File: src/rtl/uart_rx_cfg.sv
// UART receiver with runtime parity/stop configuration latched at start-bit detection.
// Optional break detection is enabled by defining UART_RX_BREAK_DETECT_EN.
module uart_rx_cfg #(
  parameter int DATA_W = 8,
  parameter int OVS    = 16
) (
  input  logic              clk,
  input  logic              reset,
  input  logic              s_tick,
  input  logic              rx,
  input  logic              parity_en,
  input  logic              parity_odd,
  input  logic              stop2,
  output logic [DATA_W-1:0] rx_dataOut,
  output logic              rx_doneTick,
  output logic              parity_err,
`ifdef UART_RX_BREAK_DETECT_EN
  output logic              frame_err,
  output logic              break_tick
`else
  output logic              frame_err
`endif
);

  localparam int TW = $clog2(OVS);
  localparam int BW = $clog2(DATA_W);
  localparam logic [TW-1:0] TICK_MID = TW'(OVS/2 - 1);
  localparam logic [TW-1:0] TICK_END = TW'(OVS - 1);
  localparam logic [BW-1:0] BIT_LAST = BW'(DATA_W - 1);

  localparam logic [2:0] S_IDLE   = 3'd0;
  localparam logic [2:0] S_START  = 3'd1;
  localparam logic [2:0] S_DATA   = 3'd2;
  localparam logic [2:0] S_PARITY = 3'd3;
  localparam logic [2:0] S_STOP   = 3'd4;
`ifdef UART_RX_BREAK_DETECT_EN
  localparam logic [2:0] S_BREAK  = 3'd5;
`endif

  logic [1:0]        r_sync;
  logic [1:0]        r_flush;
  logic              r_armed;
  logic [2:0]        r_state;
  logic [TW-1:0]     r_tick;
  logic [BW-1:0]     r_bit;
  logic              r_stop_n;
  logic [DATA_W-1:0] r_shift;
  logic              r_par_en_l;
  logic              r_par_odd_l;
  logic              r_stop2_l;
  logic              r_perr_acc;
  logic              r_ferr_acc;
  logic [DATA_W-1:0] r_data;
  logic              r_done;
  logic              r_perr;
  logic              r_ferr;
`ifdef UART_RX_BREAK_DETECT_EN
  logic              r_zero;
  logic              r_brk;
`endif

  logic w_rx;
  logic w_end;
  logic w_ferr_now;
  assign w_rx       = r_sync[1];
  assign w_end      = s_tick && (r_tick == TICK_END);
  assign w_ferr_now = r_ferr_acc | ~w_rx;

  always_ff @(posedge clk) begin
    if (reset) begin
      r_sync      <= 2'b11;
      r_flush     <= 2'b00;
      r_armed     <= 1'b0;
      r_state     <= S_IDLE;
      r_tick      <= '0;
      r_bit       <= '0;
      r_stop_n    <= 1'b0;
      r_shift     <= '0;
      r_par_en_l  <= 1'b0;
      r_par_odd_l <= 1'b0;
      r_stop2_l   <= 1'b0;
      r_perr_acc  <= 1'b0;
      r_ferr_acc  <= 1'b0;
      r_data      <= '0;
      r_done      <= 1'b0;
      r_perr      <= 1'b0;
      r_ferr      <= 1'b0;
`ifdef UART_RX_BREAK_DETECT_EN
      r_zero      <= 1'b0;
      r_brk       <= 1'b0;
`endif
    end else begin
      r_sync  <= {r_sync[0], rx};
      // Arm only once the synchronizer holds post-reset samples and the line is idle,
      // so a line still low from an interrupted frame cannot start a new one.
      r_flush <= {r_flush[0], 1'b1};
      if (r_flush[1] && w_rx) r_armed <= 1'b1;
      r_done  <= 1'b0;
`ifdef UART_RX_BREAK_DETECT_EN
      r_brk   <= 1'b0;
`endif
      case (r_state)
        S_IDLE: begin
          if (r_armed && !w_rx) begin
            r_tick      <= '0;
            r_par_en_l  <= parity_en;
            r_par_odd_l <= parity_odd;
            r_stop2_l   <= stop2;
            r_perr_acc  <= 1'b0;
            r_ferr_acc  <= 1'b0;
`ifdef UART_RX_BREAK_DETECT_EN
            r_zero      <= 1'b1;
`endif
            r_state     <= S_START;
          end
        end
        S_START: begin
          if (s_tick) begin
            if (r_tick == TICK_MID) begin
              r_tick  <= '0;
              r_bit   <= '0;
              r_state <= w_rx ? S_IDLE : S_DATA;
            end else begin
              r_tick <= r_tick + TW'(1);
            end
          end
        end
        S_DATA: begin
          if (w_end) begin
            r_tick  <= '0;
            r_shift <= {w_rx, r_shift[DATA_W-1:1]};
            if (r_bit == BIT_LAST) begin
              r_stop_n <= 1'b0;
              r_state  <= r_par_en_l ? S_PARITY : S_STOP;
            end else begin
              r_bit <= r_bit + BW'(1);
            end
          end else if (s_tick) begin
            r_tick <= r_tick + TW'(1);
          end
        end
        S_PARITY: begin
          if (w_end) begin
            r_tick     <= '0;
            r_perr_acc <= (^r_shift) ^ w_rx ^ r_par_odd_l;
`ifdef UART_RX_BREAK_DETECT_EN
            if (w_rx) r_zero <= 1'b0;
`endif
            r_state    <= S_STOP;
          end else if (s_tick) begin
            r_tick <= r_tick + TW'(1);
          end
        end
        S_STOP: begin
          if (w_end) begin
            r_tick <= '0;
            if (r_stop2_l && !r_stop_n) begin
              r_stop_n   <= 1'b1;
              r_ferr_acc <= w_ferr_now;
`ifdef UART_RX_BREAK_DETECT_EN
              if (w_rx) r_zero <= 1'b0;
`endif
            end else begin
`ifdef UART_RX_BREAK_DETECT_EN
              if (r_zero && !w_rx && (r_shift == '0)) begin
                r_brk   <= 1'b1;
                r_state <= S_BREAK;
              end else begin
                r_data  <= r_shift;
                r_perr  <= r_perr_acc;
                r_ferr  <= w_ferr_now;
                r_done  <= 1'b1;
                r_state <= S_IDLE;
              end
`else
              r_data  <= r_shift;
              r_perr  <= r_perr_acc;
              r_ferr  <= w_ferr_now;
              r_done  <= 1'b1;
              r_state <= S_IDLE;
`endif
            end
          end else if (s_tick) begin
            r_tick <= r_tick + TW'(1);
          end
        end
`ifdef UART_RX_BREAK_DETECT_EN
        S_BREAK: begin
          if (w_rx) r_state <= S_IDLE;
        end
`endif
        default: r_state <= S_IDLE;
      endcase
    end
  end

  assign rx_dataOut  = r_data;
  assign rx_doneTick = r_done;
  assign parity_err  = r_perr;
  assign frame_err   = r_ferr;
`ifdef UART_RX_BREAK_DETECT_EN
  assign break_tick  = r_brk;
`endif

endmodule

File: config.mk
export PLATFORM = sky130hd
export DESIGN_NAME = uart_rx_cfg
export DESIGN_NICKNAME = d
export VERILOG_FILES = /design/src/rtl/uart_rx_cfg.sv
export SDC_FILE = /design/constraint.sdc
export NUM_CORES = 1
export LEC_CHECK = 0
export ABC_CLOCK_PERIOD_IN_PS = 3700
export CAP_MARGIN = 20
export CORE_ASPECT_RATIO = 1.5
export CORE_MARGIN = 5
export CORE_UTILIZATION = 42
export DETAILED_ROUTE_END_ITERATION = 8
export SKIP_LAST_GASP = 1
export SYNTH_ARGS = -nofsm -noshare
export SYNTH_HDL_FRONTEND = slang
export SYNTH_SLANG_ARGS = --single-unit
File: constraint.sdc
create_clock -name clk -period 3.7 [get_ports clk]
set_input_delay 0.925 -clock clk [delete_from_list [all_inputs] [get_ports clk]]
set_output_delay 0.925 -clock clk [all_outputs]
set_load 0.01 [all_outputs]
# [Word-level counts from Yosys, hierarchy flattened]
# Index checks and enable logic that the tools add are counted.
[word_totals] ff_bits=40 in_bits=7 output_inout_bits=11 word_cells=104
[classes] addsub=2 eq_ne=18 mux=35 n_bitwise=7 reduce_logical=24
[op_table] cell="two-way mux 3 bit" count=13
[op_table] cell="two-way mux 4 bit" count=5
[op_table] cell="inequality test 2 bit, second input constant" count=10
[op_table] cell="one-hot mux 3 bit (5 select lines)" count=1
[op_table] cell="one-hot mux 4 bit (3 select lines)" count=1
[op_table] cell="two-way mux 1 bit" count=10
[op_table] cell="AND reduction 5 bit" count=2
[op_table] cell="AND reduction 4 bit" count=2
[op_table] cell="AND reduction 8 bit" count=1
[op_table] cell="nonzero test 2 bit" count=4
[op_table] cell="XOR reduction 8 bit" count=1
[op_table] cell="== test 3 x 2 -> 1 bit, second input constant" count=2
[op_table] cell="== test 3 bit, second input constant" count=2
[op_table] cell="one-hot mux 1 bit (2 select lines)" count=3
[op_table] cell="one-hot mux 3 bit (2 select lines)" count=1
[op_table] cell="AND reduction 3 bit" count=2
[op_table] cell="OR reduction 3 bit" count=2
[op_table] cell="adder 4 x 1 -> 4 bit, second input constant" count=1
[op_table] cell="== test 4 x 3 -> 1 bit, second input constant" count=1
[op_table] cell="== test 4 bit, second input constant" count=1
[op_table] cell="logical AND 1 bit" count=4
[op_table] cell="NOT 1 bit" count=4
[op_table] cell="AND reduction 2 bit" count=2
[op_table] cell="adder 3 x 1 -> 3 bit, second input constant" count=1
[op_table] cell="other kinds (8)" count=10

# [Depth between registers and ports, before layout]
# Gate-level depths: netlist of run 1.
[logic_depth] depth_word=5 ltp_mapped=7

# [Worst setup path before layout of run 1]
# Ideal clock, no wire load.
[synth_path] path_type="input-to-reg" start="in s_tick" end="reg r_tick[3]" arrival_time_ns=2.014 required_ns=3.626 slack_ns=1.612 cell_stages=5 path_buffers=1 cell_sequence="and4_1 clkbuf_1 o22a_1 or4_1 a31oi_1"
[synth_between] elab_chain_len=3 word_cells_on_any_way=6 classes_between="eq/ne: 2; mux: 2; reduce/logical: 2"
[synth_lines] item="start: declaration" line_no="9" rtl="input logic s_tick,"
[synth_lines] item="logical AND 1 bit" line_no="66" rtl="assign w_end = s_tick && (r_tick == TICK_END);"
[synth_lines] item="inequality test 3 x 1 -> 1 bit (no source line) or two-way mux 4 bit (tied branches)"
[synth_lines] item="AND reduction 4 bit (no source line) or one-hot mux 4 bit (3 select lines) (tied branches)"
[synth_lines] item="end signal: assignment" line_no="124" rtl="r_tick <= r_tick + TW'(1);"
[synth_lines] item="end signal: assignment" line_no="139" rtl="r_tick <= r_tick + TW'(1);"
[synth_lines] item="end signal: assignment" line_no="151" rtl="r_tick <= r_tick + TW'(1);"
[synth_lines] item="end: declaration" line_no="44" rtl="logic [TW-1:0] r_tick;"
# Several ways; a longest one is shown, not always the timed one.
# A chain may end at the register's enable or synchronous reset.

# [Worst setup path in the final report of run 1]
[layout_path] start="in s_tick" end="reg r_data[6] (netlist: rx_dataOut[6])"
[layout_between] elab_chain_len=2
[layout_lines] item="logical AND 1 bit" line_no="66"
[layout_lines] item="AND reduction 3 bit (no source line)"
[layout_lines] item="end signal: assignment" line_no="176" rtl="r_data <= r_shift;"
[layout_lines] item="end: declaration" line_no="53" rtl="logic [DATA_W-1:0] r_data;"
# Every way passes these cells.

==> run_results.csv, run 1 <==
group,metric,value,unit
status,status,"finished clean",
global_routing,grt_start_max_net_pins,22,
drt,vias,1454,
drt,routedWlPerCell,14.64,microns
drt,vias_per_cell,5.592,
cts,htree_levels,2,
place,hpwlAfterDp,2730,microns
pwr,total_power,0.9376,mW
synthesis,syn_inst,199,
synthesis,yosys_most_used_dff,"dfxtp_1",
cts,post_cts_buffers,0,
sta,worst_slew_pin_slew,0.6395,ns
cts,clk_path_buf_depth,2,
finish,final_cells,260,
drt,drt_iter0_drc,32,
critical_path,worstPathRequired,3.86,ns
global_routing,grt_pass1_wl,6665,microns
finish,drive_above_1_share,10.28,%
cts,insertion_delay,0.29,ns
finish,nets,223,
synthesis,yosysWarnings,0,
die,die_w,64.00,microns
die,die_h,91.00,microns
cts,cts_resized,0,
cts,cts_tree,"built",
synthesis,synth_common_cells,"dfxtp_1 (40), nor2_1 (22), a21oi_1 (17), nand2_1 (15), mux2i_1 (14)",
die,ios,18,
sta,period_minus_slack,2.656,ns
synthesis,async_flop_share,0,%
die,initial_utilization,43.27,%
sta,maxSlewViolCount,0,
sta,finalSetupTns,0,ns
synthesis,yosys.cell_count.top_type,"dfxtp_1",
sta,finalCritPeriodShare,71.77,%
drt,ant_nets,0,
die,core_region_area,4245,sq um
synthesis,netlist_area,1837,sq um
cts,root_buffer,"clkbuf_8",
critical_path,worstPathArrival,2.81,ns
drt,drt_first_pass_iters,4,
sta,slew_headroom,57.23,%
pwr,power.density,436.5,nW/um^2
finish,antenna_cells,0,
cts,ctsHoldBuffers,0,
critical_path,critPathKind,"in2reg",
place,port_buffers,17,
place,post-place-cells,252,
critical_path,cp-start-kind,"primary input",
pwr,p_leak,0.7430,nW
drt,wirelength,3806,microns
sta,setup_violations,0,
finish,area_delta_synth_final,16.96,%
synthesis,yosysSeqAreaShare,43.60,%
pwr,irDropWorstVdd,0.2982,mV
global_routing,grt_use_total,13.89,%
global_routing,antenna_found_initial,0,
critical_path,worst_setup_path_end_kind,"flop",
sta,whs,0.4208,ns
die,dieArea,5823,sq um
cts,path_clk_slew,0.07,ns
job,maxCapViolCount,0,
place,place.gp.congestion,0.7696,
synthesis,synth_area_per_cell,9.230,sq um
min_path,worstHoldPathType,"reg2reg",
critical_path,rrSetupSlack,1.56,ns
sta,max_freq,0.3766,GHz
drt,drcViolationCount,0,
synthesis,synth_edf_count,0,
synthesis,synthTopCellsByArea,"dfxtp_1 (44%), mux2i_1 (7.6%), a21oi_1 (4.6%)",
cts,cts_inserted_buffers,5,
synthesis,synth_nets,209,
critical_path,path_max_fanout,7,
synthesis,synth_cell_types,49,
synthesis,synth-seq-cells,40,
die,num_rows,29,
cts,cts_num_sinks,40,
sta,clock-skew-final,0.006026,ns
synthesis,synth_largest_area_cell,"dfxtp_1",
global_routing,grt_pass1_vias,1488,
sta,rsz0062_at_grt,"no",
sta,finalHoldViolCount,0,
synthesis,synth_top_area_share,43.60,%
global_routing,grt-ovfl-total,0,
==> area by class of cell <==
cell class,instances,area (sq um)
inverters,4,15.01
flip-flops and latches,40,800.8
clock buffers,7,96.34
well taps,46,57.56
repair buffers,21,200.2
clock inverters,1,30.03
fillers,401,2097
multi-input cells,141,948.4
==> per-layer routing <==
metal	track usage (%)	wire length, microns	vias up
met1	15.49	1618	702
met2	24.16	1993	28
li1	-	-	716
met3	3.333	119	8
met4	6.586	75	0
met5	0	0	-
==> stage by stage <==
stage / worst slack, ns / cell area [sq um] / utilization (%)
floorplan: 1.612 / 1837 / -
global placement: 0.7601 / 2022 / 47.63
detailed placement: 0.7025 / 2022 / 47.63
CTS: 1.006 / 2148 / 50.60
global route: 0.8747 / 2148 / 50.60
finish: 1.044 / 2148 / 50.60
==> critical path, cell delays in order <==
cell and delay (ns):
clkdlybuf4s50_1 0.60, nand4_1 0.23, nor3b_2 0.52, buf_4 0.27, mux2i_1 0.21, nor2_1 0.05
==> power breakdown <==
| part | switching [mW] | internal, mW |
|---|---|---|
| clock network | 0.150 | 0.238 |
| logic | 0.0500 | 0.0471 |
| registers | 0.0150 | 0.438 |
| total | 0.215 | 0.723 |
==> worst paths after layout <==
path,end,from,depth (start not counted)
min reg2reg,r_sync[1],r_sync[0],1
max reg2reg,r_bit[2],r_state[1],6
min,r_sync[1],r_sync[0],1
max,rx_dataOut[6],s_tick,6
==> cell usage in the layout (no fill, tap or decap), drive strengths merged, types with 3 or more instances in the layout <==
| master | count |
|---|---|
| xnor2 | 7 |
| clkdlybuf4s50 | 17 |
| nor2 | 23 |
| clkbuf | 7 |
| a21oi | 18 |
| nand2b | 3 |
| nand3 | 11 |
| a22oi | 3 |
| nor2b | 3 |
| ha | 3 |
| buf | 4 |
| inv | 4 |
| and2 | 4 |
| o21ai | 3 |
| nor3b | 4 |
| nand2 | 15 |
| dfxtp | 40 |
| mux2i | 14 |
==> flip-flops by register name, summed over array words and instances (netlist names), 2 cells and up <==
register    cells
rx_dataOut      8
r_state         3
r_shift         8
r_tick          4
r_sync          2
r_bit           3
r_flush         2
==> kinds of logic (layout without fill, tap and decap cells) <==
logic type	after synthesis	in the layout	share of synthesized area [%]
fa+ha+maj	3	3	2.044
xor+xnor	9	9	5.450
compound gates	36	36	12.81
simple gates	78	78	22.82
buf+inv	18	33	5.040
flops	40	40	43.60
mux	15	15	8.242
No activity file was read; power rests on OpenSTA's default activity.
==> inputs of run 2 (changes only) <==
--- a/config.mk
+++ b/config.mk
@@ -5,7 +5,7 @@
 export SDC_FILE = /design/constraint.sdc
 export NUM_CORES = 1
 export LEC_CHECK = 0
-export ABC_CLOCK_PERIOD_IN_PS = 3700
+export ABC_CLOCK_PERIOD_IN_PS = 2400
 export CAP_MARGIN = 20
 export CORE_ASPECT_RATIO = 1.5
 export CORE_MARGIN = 5
==> constraint.sdc (replaced) <==
create_clock -name clk -period 2.4 [get_ports clk]
set_input_delay 0.6 -clock clk [delete_from_list [all_inputs] [get_ports clk]]
set_output_delay 0.6 -clock clk [all_outputs]
set_load 0.01 [all_outputs]
==> run 2 against run 1 <==
Critical path depth did not move. Combinational power up 59%. Sequential share of layout area decreased by 0.087 points. Non-clock buffer count grew 5. Die area is the same. Sequential power increased by 54%. Largest power group unchanged. Largest cell class unchanged. Clock power grew 8.8%. Worst setup slack got worse by 0.71 ns.
==> run_results.csv, run 2 (synthesis gave the netlist of run 1 again) <==
group,metric,value,unit
finish,area_delta_synth_final,17.23,%
min_path,worstHoldStart,"r_sync[0]",
place,dpl_cell_area,2072,sq um
global_routing,grt-ovfl-total,0,
global_routing,grt_start_max_net_pins,23,
drt,drt_first_pass_iters,4,
global_routing,grt_use_total,14.89,%
sta,maxSlewViolCount,0,
finish,layout_commonest_cell,"dfxtp_1",
drt,vias,1469,
drt,vias_per_cell,5.564,
die,core_region_area,4245,sq um
drt,drcViolationCount,0,
die,num_rows,29,
cts,clk_path_buf_depth,2,
finish,layout_common_cells,"dfxtp_1 (40), nor2_1 (22), a21oi_1 (17), clkdlybuf4s50_1 (17), nand2_1 (15)",
sta,setup_violations,0,
critical_path,cp-start-kind,"primary input",
finish,postLayoutCellArea,2153,sq um
finish,drive_above_1_share,11.93,%
pwr,clockPowerShare,33.1,%
critical_path,worstPathArrival,2.24,ns
sta,max_freq,0.4839,GHz
global_routing,antenna_found_initial,0,
status,status,"finished clean",
cts,htree_levels,2,
sta,finalHoldViolCount,0,
drt,routedWlPerCell,15.36,microns
sta,worst_slew_pin_slew,0.3960,ns
global_routing,grt_pass1_wl,7003,microns
finish,nets,228,
pwr,power.internal,0.9477,mW
sta,whs,0.4190,ns
cts,root_buffer,"clkbuf_8",
place,place_ws,0.06073,ns
job,maxCapViolCount,0,
cts,cts_tree,"built",
sta,finalSetupTns,0,ns
sta,slew_headroom,72.92,%
pwr,total_power,1.273,mW
min_path,worstHoldPathType,"reg2reg",
cts,path_clk_slew,0.07,ns
sta,clock-skew-final,0.002954,ns
die,die_h,91.00,microns
sta,period_minus_slack,2.067,ns
critical_path,slowest_delay,0.50,ns
finish,antenna_cells,0,
critical_path,cp_slowest_cell,"clkdlybuf4s50_1",
cts,post_cts_buffers,0,
critical_path,path_max_fanout,6,
pwr,switching_share,25.56,%
sta,rsz0062_at_grt,"no",
critical_path,path_cells,"clkdlybuf4s50_1 > and4_1 > a311oi_1 > o21bai_1 > nand2_1 > o41ai_1",
die,initial_utilization,43.27,%
die,dieArea,5823,sq um
critical_path,worst_setup_path_end_kind,"flop",
die,die_w,64.00,microns
place,place.gp.congestion,0.7964,
pwr,seqPwrFrac,54.8,%
cts,cts_inserted_buffers,5,
die,ios,18,
cts,cts_resized,0,
pwr,irDropWorstVdd,0.4026,mV
critical_path,crit_path_start,"s_tick",
place,port_buffers,17,
critical_path,reg2reg_from,"r_tick[0]",
cts,ctsHoldBuffers,0,
pwr,power.density,591.2,nW/um^2
pwr,p_leak,0.7447,nW
cts,cts_num_sinks,40,
drt,wirelength,4054,microns
drt,drt_iter0_drc,43,
drt,ant_nets,0,
critical_path,worstPathRequired,2.58,ns
critical_path,critPathKind,"in2reg",
pwr,p_sw,0.3254,mW
cts,insertion_delay,0.29,ns
pwr,power_frac_comb,12.1,%
global_routing,grt_pass1_vias,1513,
sta,finalCritPeriodShare,86.11,%
place,hpwlAfterDp,3052,microns
sta,setup_ws,0.3334,ns
==> run 2: cell count changes in the layout (fill, tap and decap cells not counted) <==
cell,delta
buf_4,+4
clkinv_2,+1
buf_12,+1
clkbuf_8,-2
bufinv_16,-1
clkinvlp_4,+1
==> run 2: path summary, 6_finish.rpt <==
kind / end / slack, ns / cells past startpoint
max reg2reg: r_state[1] / 0.45 / 6
min reg2reg: r_sync[1] / 0.42 / 1
max: r_state[1] / 0.33 / 6
min: r_sync[1] / 0.42 / 1
==> run 2: area by class of cell <==
class | count | area, sq um
multi-input combinational | 141 | 948.4
clock buffer | 5 | 68.82
sequential | 40 | 800.8
fill | 426 | 2092
clock inverter | 2 | 12.51
timing repair buffer | 26 | 250.2
tap | 46 | 57.56
inverter | 4 | 15.01
==> run 2: worst max-delay path: cells and delay by family <==
family	cells	cell delay, ns
buf+inv	1	0.50
simple gates	2	0.43
compound gates	3	0.70
==> run 2: power by group through the flow <==
stage                     logic, mW  clock network, mW  registers [mW]
final                         0.154              0.422           0.697
after global routing          0.169              0.473           0.699
after CTS                     0.155              0.435           0.697
after detailed placement      0.153                  0           0.712
after global placement        0.148                  0           0.711
after floorplan               0.141                  0           0.694
==> run 2: stage by stage <==
stage                     instances  util [%]
final                           264     50.72
after global routing            264     50.72
after detailed placement        257     48.81
after floorplan                 199         -
after CTS                       264     50.72
after global placement          257     48.81
==> run 2: per-layer routing <==
metal	routed length, microns	vias to the layer above	share of wire [%]	GRT usage (%)
li1	-	724	-	-
met1	1601	704	39	15.17
met2	2185	28	54	26.85
met3	124	13	3.1	3.827
met4	142	0	3.5	7.972
met5	0	-	0	0
